File: config.mk
export PLATFORM = sky130hd
export DESIGN_NAME = debounce_bank
export DESIGN_NICKNAME = d
export VERILOG_FILES = /design/src/rtl/debounce_bank.sv
export SDC_FILE = /design/constraint.sdc
export NUM_CORES = 1
export LEC_CHECK = 0
export ABC_CLOCK_PERIOD_IN_PS = 3000
export CAP_MARGIN = 20
export CORE_MARGIN = 8
export CORE_UTILIZATION = 60
export CTS_BUF_LIST = sky130_fd_sc_hd__clkbuf_4 sky130_fd_sc_hd__clkbuf_8
export CTS_CLUSTER_DIAMETER = 150
export DETAILED_ROUTE_END_ITERATION = 10
export MAX_ROUTING_LAYER = met4
export PLACE_DENSITY = 0.78
export SETUP_SLACK_MARGIN = 0.2
export SLEW_MARGIN = 25
export SYNTH_ARGS = -nofsm -noshare
export SYNTH_HDL_FRONTEND = slang
export SYNTH_SLANG_ARGS = --single-unit
File: constraint.sdc
create_clock -name clk -period 3 [get_ports clk]
set_input_delay 0.45 -clock clk [delete_from_list [all_inputs] [get_ports clk]]
set_output_delay 0.45 -clock clk [all_outputs]
set_load 0.02 [all_outputs]
File: src/rtl/debounce_bank.sv
// -----------------------------------------------------------------------------
// debounce_bank
//
// Bank of independent push-button / switch conditioners. Every channel:
//   1. brings its raw input into the clk domain through a two-flop synchronizer,
//   2. debounces it with a DEB_W-bit stability counter (the new level must hold
//      for 2^DEB_W consecutive cycles before the debounced output follows),
//   3. emits registered one-cycle press / release pulses on output changes,
//   4. optionally generates auto-repeat pulses while the button is held
//      (first after REP_DELAY cycles, then every REP_PERIOD cycles).
//
// Parameters
//   CHANNELS   number of independent channels (>= 1)
//   DEB_W      debounce counter width; stable time is 2^DEB_W cycles
//   REP_DELAY  cycles from the start of a hold to the first repeat pulse (>= 1)
//   REP_PERIOD cycles between subsequent repeat pulses (>= 1)
//
// Ports
//   clk     in   1         single clock, all logic in this domain
//   rst_n   in   1         asynchronous active-low reset
//   in      in   CHANNELS  raw asynchronous inputs
//   rep_en  in   CHANNELS  per-channel auto-repeat enable (already synchronous)
//   out     out  CHANNELS  debounced level
//   ondn    out  CHANNELS  one-cycle pulse when out goes 0->1 (press)
//   onup    out  CHANNELS  one-cycle pulse when out goes 1->0 (release)
//   rep     out  CHANNELS  one-cycle auto-repeat pulse while held
//   any_dn  out  1         OR of all ondn bits, same cycle
// -----------------------------------------------------------------------------
module debounce_bank #(
    parameter int CHANNELS   = 4,
    parameter int DEB_W      = 18,
    parameter int REP_DELAY  = 50_000_000,
    parameter int REP_PERIOD = 10_000_000
) (
    input  logic                clk,
    input  logic                rst_n,
    input  logic [CHANNELS-1:0] in,
    input  logic [CHANNELS-1:0] rep_en,
    output logic [CHANNELS-1:0] out,
    output logic [CHANNELS-1:0] ondn,
    output logic [CHANNELS-1:0] onup,
    output logic [CHANNELS-1:0] rep,
    output logic                any_dn
);

    // Repeat counter only has to reach the larger of the two intervals.
    localparam int REP_MAX = (REP_DELAY > REP_PERIOD) ? REP_DELAY : REP_PERIOD;
    localparam int RC_W    = $clog2(REP_MAX + 1);

    // The pulse is registered, so it is scheduled one count early: a counter
    // value of N-1 in cycle t makes rep visible in cycle t+1 = start + N.
    localparam logic [RC_W-1:0] DELAY_LAST  = RC_W'(REP_DELAY - 1);
    localparam logic [RC_W-1:0] PERIOD_LAST = RC_W'(REP_PERIOD - 1);

    typedef enum logic {
        PH_FIRST = 1'b0,    // waiting for the initial REP_DELAY interval
        PH_NEXT  = 1'b1     // waiting for a REP_PERIOD interval
    } phase_e;

    genvar gi;
    generate
        for (gi = 0; gi < CHANNELS; gi++) begin : g_ch

            // ---------------------------------------------------------------
            // Channel state
            // ---------------------------------------------------------------
            logic             sync0_q;
            logic             sync1_q;
            logic [DEB_W-1:0] cnt_q;
            logic [DEB_W-1:0] cnt_d;
            logic             out_q;
            logic             out_d;
            logic             ondn_q;
            logic             ondn_d;
            logic             onup_q;
            logic             onup_d;
            logic             rep_q;
            logic             rep_d;
            logic [RC_W-1:0]  rc_q;
            logic [RC_W-1:0]  rc_d;
            phase_e           phase_q;
            phase_e           phase_d;

            logic             differ;
            logic             flip;
            logic             rc_hit;

            // ---------------------------------------------------------------
            // Debounce and edge detection
            // ---------------------------------------------------------------
            always_comb begin
                differ = (sync1_q != out_q);
                // The counter has seen 2^DEB_W differing cycles once it is
                // all-ones and the input still differs on this edge.
                flip   = differ && (&cnt_q);

                // Increment from all-ones wraps to 0, which is exactly the
                // post-toggle value; any agreeing cycle restarts the count.
                cnt_d  = differ ? (cnt_q + DEB_W'(1)) : '0;
                out_d  = out_q ^ flip;

                // Pulses go high in the first cycle the new level is visible.
                ondn_d = flip && !out_q;
                onup_d = flip &&  out_q;
            end

            // ---------------------------------------------------------------
            // Auto-repeat
            // ---------------------------------------------------------------
            always_comb begin
                rc_hit  = (phase_q == PH_FIRST) ? (rc_q == DELAY_LAST)
                                                : (rc_q == PERIOD_LAST);
                rc_d    = rc_q;
                phase_d = phase_q;
                rep_d   = 1'b0;

                if (!out_q || !rep_en[gi]) begin
                    // Not held or not enabled: forget any partial interval so
                    // the next hold starts from the full initial delay.
                    rc_d    = '0;
                    phase_d = PH_FIRST;
                end else if (rc_hit) begin
                    rc_d    = '0;
                    phase_d = PH_NEXT;
                    // A release on this same edge cancels the pending pulse, so
                    // rep can never share a cycle with onup.
                    rep_d   = !flip;
                end else begin
                    rc_d    = rc_q + RC_W'(1);
                end
            end

            // ---------------------------------------------------------------
            // Registers
            // ---------------------------------------------------------------
            always_ff @(posedge clk or negedge rst_n) begin
                if (!rst_n) begin
                    sync0_q <= 1'b0;
                    sync1_q <= 1'b0;
                    cnt_q   <= '0;
                    out_q   <= 1'b0;
                    ondn_q  <= 1'b0;
                    onup_q  <= 1'b0;
                    rep_q   <= 1'b0;
                    rc_q    <= '0;
                    phase_q <= PH_FIRST;
                end else begin
                    sync0_q <= in[gi];
                    sync1_q <= sync0_q;
                    cnt_q   <= cnt_d;
                    out_q   <= out_d;
                    ondn_q  <= ondn_d;
                    onup_q  <= onup_d;
                    rep_q   <= rep_d;
                    rc_q    <= rc_d;
                    phase_q <= phase_d;
                end
            end

            assign out[gi]  = out_q;
            assign ondn[gi] = ondn_q;
            assign onup[gi] = onup_q;
            assign rep[gi]  = rep_q;
        end
    endgenerate

    // Built from registered pulses, so it is glitch-free and reads 0 in reset.
    assign any_dn = |ondn;

endmodule

==> results of run 1 <==
## layer usage
metal,wire length [µm],global-route usage
met3,986,0.03839
met5,0,-
met1,9603,0.2641
met2,9598,0.3023
met4,462,0.06698
## placed cells by master (no fill, tap or decap), drive strengths merged, types with 4 or more instances in the layout
cell           Yosys  routed
xnor2             41      41
nor3              63      63
o2111a             4       4
dfrtp            204     204
and3              16      16
o22a               4       4
a2111oi            4       4
nand3             66      66
clkdlybuf4s50      0      25
xor2              58      58
nand4             53      53
a21oi             17      17
o31ai             26      26
nand2             58      58
nor2              66      66
ha                12      12
o21ai             34      34
buf               27      15
nand3b             4       4
clkbuf            24      57
and2               6       6
or4b               5       5
nor3b             12      12
mux2               5       5
or4               34      34
o21ba              4       4
or3               38      38
nor2b              5       5
inv               17      17
nor4              13      13
and4              19      19
a211oi            46      46
## registers in the layout, summed over array words and instances (netlist names), named ones only
name	count
g_ch.onup_q	4
g_ch.phase_q	4
g_ch.rc_q	104
g_ch.ondn_q	4
g_ch.sync1_q	4
g_ch.rep_q	4
g_ch.sync0_q	4
g_ch.cnt_q	72
## final timing paths
| check | startpoint | end | slack [ns] | cells past startpoint |
|---|---|---|---|---|
| worst max-delay path | g_ch[0].ondn_q | any_dn | 0.54 | 2 |
| worst min-delay path | g_ch[2].sync0_q | g_ch[2].sync1_q | 0.35 | 0 |
| worst max register to register | g_ch[2].rc_q[17] | g_ch[2].rep_q | 0.62 | 5 |
| worst min register to register | g_ch[2].sync0_q | g_ch[2].sync1_q | 0.35 | 0 |
| max in group asynchronous | rst_n | g_ch[3].cnt_q[3] | 1.53 | 3 |
| min in group asynchronous | rst_n | g_ch[2].rc_q[3] | 0.52 | 2 |
## logic make-up (layout without fill, tap and decap cells)
kind of cell             count (synthesis)  count (layout)  synth area share
AND/OR/NAND/NOR                        468             468            0.2554
flip-flops                             204             204            0.4981
AO/OA/AOI/OAI                          146             146            0.1080
XOR/XNOR                                99              99           0.08460
buffers and inverters                   68             120           0.03369
adder cells (fa/ha/maj)                 12              12           0.01465
multiplexers                             5               5          0.005493
## power by group through the flow
| stage | clock network, mW | logic (mW) | registers, mW |
|---|---|---|---|
| 2_1_floorplan | 0 | 0.0372 | 2.83 |
| 3_3_place_gp | 0 | 0.123 | 2.84 |
| 3_5_place_dp | 0 | 0.123 | 2.84 |
| 4_1_cts | 2.69 | 0.126 | 2.79 |
| 5_1_grt | 2.82 | 0.142 | 2.79 |
| 6_report | 2.62 | 0.121 | 2.79 |
## area by class of cell
| class | count | area (µm²) | area share |
|---|---|---|---|
| Clock buffer | 56 | 683.2 | 0.06002 |
| Tap cell | 220 | 275.3 | 0.02418 |
| Multi-Input combinational cell | 730 | 4798 | 0.4216 |
| Clock inverter | 5 | 57.56 | 0.005057 |
| Inverter | 17 | 63.81 | 0.005606 |
| Timing Repair Buffer | 42 | 399.1 | 0.03507 |
| Sequential cell | 204 | 5105 | 0.4485 |
==> results.txt, run 1 <==
status - finished, final reports clean
root buffer cell - clkbuf_8
min-delay worst type - flip-flop to flip-flop
WL final - 20.65 mm
Routability Congestion - 0.8687
DP Worst Slack - 0.6536 ns
post-CTS resize count - 0
CP max FO - 2
Die H - 146.7 µm
vias in the first global route - 7489
Overall Global Routing Usage - 0.1989
clk_lat worst skew - 0.51 ns
syn avg cell area - 10.23 µm²
nets - 1053
Worst EP arrival - 2.01 ns
largest cells by area after synthesis - dfrtp_1 (50%), xor2_1 (5.0%), xnor2_1 (3.5%)
design area - 0.01138 mm²
CTS clk-pin slew, worst paths - 0.06 ns
commonest cells in the netlist - dfrtp_1 (204), nor2_1 (66), nand3_1 (65)
Clock power frac - 0.474
Post-Syn Area - 0.01025 mm²
P&R area growth vs syn - 11.06%
internal power - 4.336 mW
syn_nets - 1024
Fillers - 1292
VDD IR-drop max - 440.6 µV
cell with the most instances after synthesis - dfrtp_1
post-synthesis cell type count - 51
post-route setup TNS - 0 ns
switching share of power - 0.2168
die width - 146.7 µm
post-route setup slack - 0.5398 ns
headroom to the max-slew limit - 0.3447
sequential share of power - 0.504
ANT nets after route - 0
CP bufs+invs - 1
via count - 7819
Starting Density - 0.6158
Worst Max-Slew Pin Slew - 0.9806 ns
fmax - 406.5 MHz
min Tclk post-route - 2.460 ns
# hold bufs at CTS - 1
period utilization - 0.8201
CTS Buffer Depth - 3
drt pass-1 iters - 5
Logic pwr share - 0.022
critical-path cell list - or4_1, clkdlybuf4s50_1
Core Util, Final - 0.6839
largest net degree at the start of global routing - 73
DP HPWL - 13.23 mm
register area share after synthesis - 0.4981
# diodes - 0
Slew Viols, Final - 0
non-filler instance count after layout - 1274
Max Clock Skew - 0.007854 ns
Fin Hold WS - 0.3496 ns
number of flops mapped to enable cells by yosys - 0
I/O Buffers - 26
dpl cells - 1212
cell count after synthesis - 1002
CTS tree - built
Yosys reg bits - 204
area share of the largest cell type after synthesis - 0.4981
CP endpoint kind - output pin
share of cells above drive strength 1 - 0.1034
RSZ-0062 raised after global routing - false
critical path class - flip-flop to output pin
I/O pin total - 27
Row Count - 47
first-pass GRT wire length - 35.82 mm
Initial DRC Count - 497
Worst path max stage delay - 0.55 ns
dpl cell area - 0.01063 mm²
P_leak - 4.322 nW
final hold violation count - 0
Die ar. - 0.02152 mm²
WP data required - 2.55 ns
Synth Flop Type - dfrtp_1
total power - 5.536 mW
total CTS buffers - 36
initial antenna violation count - 0
CTS sink cnt - 204
drt drc - 0
gr ovfl total - 0
H-tree depth - 2
crit path launch type - flip-flop
maxcap violations - 0
ys async rst share - 1.000
NetSw - 1.200 mW
Power Density - 486.4 mW/mm²
post-CTS setup buffer count - 0
crit-path leading delay family - buffers and inverters
DR WL/cell - 16.21 µm
Warnings, synthesis - 0
Core Region - 0.01664 mm²
Final setup viols - 0
Slowest-stage cell, CP - clkdlybuf4s50_1
Synth area leader - dfrtp_1
drt via density - 6.137
Note: power is estimated with default switching activity, not from simulation.
==> run 2, diff against run 1 <==
--- a/config.mk
+++ b/config.mk
@@ -5,15 +5,15 @@
 export SDC_FILE = /design/constraint.sdc
 export NUM_CORES = 1
 export LEC_CHECK = 0
-export ABC_CLOCK_PERIOD_IN_PS = 3000
+export ABC_CLOCK_PERIOD_IN_PS = 2050
 export CAP_MARGIN = 20
 export CORE_MARGIN = 8
-export CORE_UTILIZATION = 60
+export CORE_UTILIZATION = 58
 export CTS_BUF_LIST = sky130_fd_sc_hd__clkbuf_4 sky130_fd_sc_hd__clkbuf_8
 export CTS_CLUSTER_DIAMETER = 150
 export DETAILED_ROUTE_END_ITERATION = 10
 export MAX_ROUTING_LAYER = met4
-export PLACE_DENSITY = 0.78
+export PLACE_DENSITY = 0.79
 export SETUP_SLACK_MARGIN = 0.2
 export SLEW_MARGIN = 25
 export SYNTH_ARGS = -nofsm -noshare
==> constraint.sdc (replaced) <==
create_clock -name clk -period 2.05 [get_ports clk]
set_input_delay 0.3075 -clock clk [delete_from_list [all_inputs] [get_ports clk]]
set_output_delay 0.3075 -clock clk [all_outputs]
set_load 0.02 [all_outputs]
==> run 2 against run 1 <==
Net effect:
- the flow now finishes with violations (negative setup slack)
- final area is 19% higher
- global-route usage is 2.4 points higher
- power is 50% higher
- cell count is 11% higher
- sequential power is 47% higher
- utilization is 9.8 points higher
- clock skew is 0.011 ns higher
- hold slack worse by 0.13 ns
- count of clock-buffer cells in the layout is 1 lower
- critical endpoint is now g_ch[0].rc_q[12]
- highest routed layer unchanged
==> results.txt, run 2 (synthesis gave the netlist of run 1 again) <==
CP endpoint kind - flip-flop
share of cells above drive strength 1 - 0.3230
post-route setup TNS - -1.165 ns
max FFs per register - 104
H-tree depth - 2
P&R area growth vs syn - 31.97%
initial antenna violation count - 0
crit path launch type - flip-flop
largest net degree at the start of global routing - 60
design area - 0.01353 mm²
ANT nets after route - 0
die width - 148.9 µm
Worst EP arrival - 2.51 ns
R2R setup slack - -0.08 ns
dpl cell area - 0.01140 mm²
vias in the first global route - 8454
DR WL/cell - 18.40 µm
Row Count - 48
Initial DRC Count - 684
I/O pin total - 27
commonest non-fill, non-tap cells in the layout - dfrtp_1 (195), buf_4 (118), nor2_1 (66), nand3_1 (63), xor2_1 (58)
gr ovfl total - 0
WL final - 26.02 mm
critical-path cell list - or3_1, or3_4, a2111oi_4, buf_4, clkbuf_16, nor3_1
GR Util met2 - 0.3566
failing checks - negative setup slack
Power Density - 612.1 mW/mm²
nets - 1184
RSZ-0062 raised after global routing - true
Die ar. - 0.02218 mm²
GRT busiest layer - met2
Fillers - 960
CTS clk-pin slew, worst paths - 0.06 ns
Worst Max-Slew Pin Slew - 0.5303 ns
Final setup viols - 19
critical path class - flip-flop to flip-flop
Overall Global Routing Usage - 0.2232
Fin Hold WS - 0.2206 ns
Core Util, Final - 0.7820
CTS Buffer Depth - 3
CTS sink cnt - 204
total CTS buffers - 36
GR Util met1 - 0.2829
WP data required - 2.43 ns
Slew Viols, Final - 0
Starting Density - 0.5925
fmax - 470.4 MHz
headroom to the max-slew limit - 0.6465
total power - 8.280 mW
drt drc - 0
period utilization - 1.037
Max Clock Skew - 0.01916 ns
post-route setup slack - -0.07604 ns
drt pass-1 iters - 5
P_leak - 5.290 nW
biggest regs - g_ch.rc_q (104), g_ch.cnt_q (72)
CTS tree - built
CP max FO - 8
clk_lat worst skew - 0.53 ns
Die H - 148.9 µm
maxcap violations - 0
drt via density - 6.264
root buffer cell - clkbuf_8
Slowest-stage cell, CP - a2111oi_4
min-delay worst type - input pin to flip-flop
Routability Congestion - 0.8484
VDD IR-drop max - 458.9 µV
non-filler instance count after layout - 1414
DP Worst Slack - 0.03860 ns
first-pass GRT wire length - 40.34 mm
dpl cells - 1279
I/O Buffers - 26
DP HPWL - 14.23 mm
min Tclk post-route - 2.126 ns
largest reg by FF count - g_ch.rc_q
final hold violation count - 0
most common cell after layout, fill and taps aside - dfrtp_1
met3 Resource Use GR - 0.03671
# diodes - 0
Worst path max stage delay - 0.42 ns
via count - 8858
Core Region - 0.01730 mm²
status - complete, but fails checks
[run 2: changes by cell type in the layout (fill, tap and decap cells not counted), sizes merged, moves of 2 or more]
cell,change
clkbuf,+2
buf,+128
clkdlybuf4s50,-7
clkinv,+7
dlygate4sd2,+5
clkinvlp,-3
[run 2: path summary, 6_finish.rpt]
kind / start / endpoint / cells past startpoint
worst max register to register: g_ch[0].rc_q[8] / g_ch[0].rc_q[12] / 6
worst max-delay path: g_ch[0].rc_q[8] / g_ch[0].rc_q[12] / 6
max in group asynchronous: rst_n / g_ch[1].rc_q[14] / 3
worst min register to register: g_ch[2].sync0_q / g_ch[2].sync1_q / 0
worst min-delay path: in[2] / g_ch[2].sync0_q / 1
min in group asynchronous: rst_n / g_ch[2].phase_q / 2
[run 2: final cells by class]
type	count	area, µm²	share of cell area
Clock buffer	55	700.7	0.05180
Clock inverter	10	78.83	0.005828
Inverter	17	63.81	0.004718
Multi-Input combinational cell	731	5639	0.4169
Sequential cell	204	5116	0.3783
Tap cell	225	281.5	0.02081
Timing Repair Buffer	172	1645	0.1216
[run 2: report_power, final]
| group | internal (mW) | switching [mW] | leakage (nW) |
|---|---|---|---|
| Sequential | 4.06 | 0.0312 | 2.81 |
| Clock | 2.32 | 1.68 | 0.422 |
| Combinational | 0.0669 | 0.128 | 2.06 |
[run 2: worst max-delay path, delay by kind of cell (launching register included)]
| kind | cells | cell delay, ns |
|---|---|---|
| buffers and inverters | 2 | 0.39 |
| AO/OA/AOI/OAI | 1 | 0.42 |
| AND/OR/NAND/NOR | 3 | 0.80 |
| flip-flops | 1 | 0.37 |
[run 2: per-layer routing]
layer	wire (µm)	share of wire
met5	0	0
met4	704	0.027
met3	1335	0.051
met2	13000	0.50
met1	10980	0.42
[run 2: repair_timing]
| item | in CTS | in global routing |
|---|---|---|
| endpoints found under the setup margin | 122 | 119 |
| gates resized for setup | 66 | 109 |
| hold endpoints to repair | 49 | 0 |
| hold buffers | 1 | 0 |
| pin swaps | 16 | 36 |
| buffers inserted | 26 | 34 |
| gates cloned | 7 | 2 |
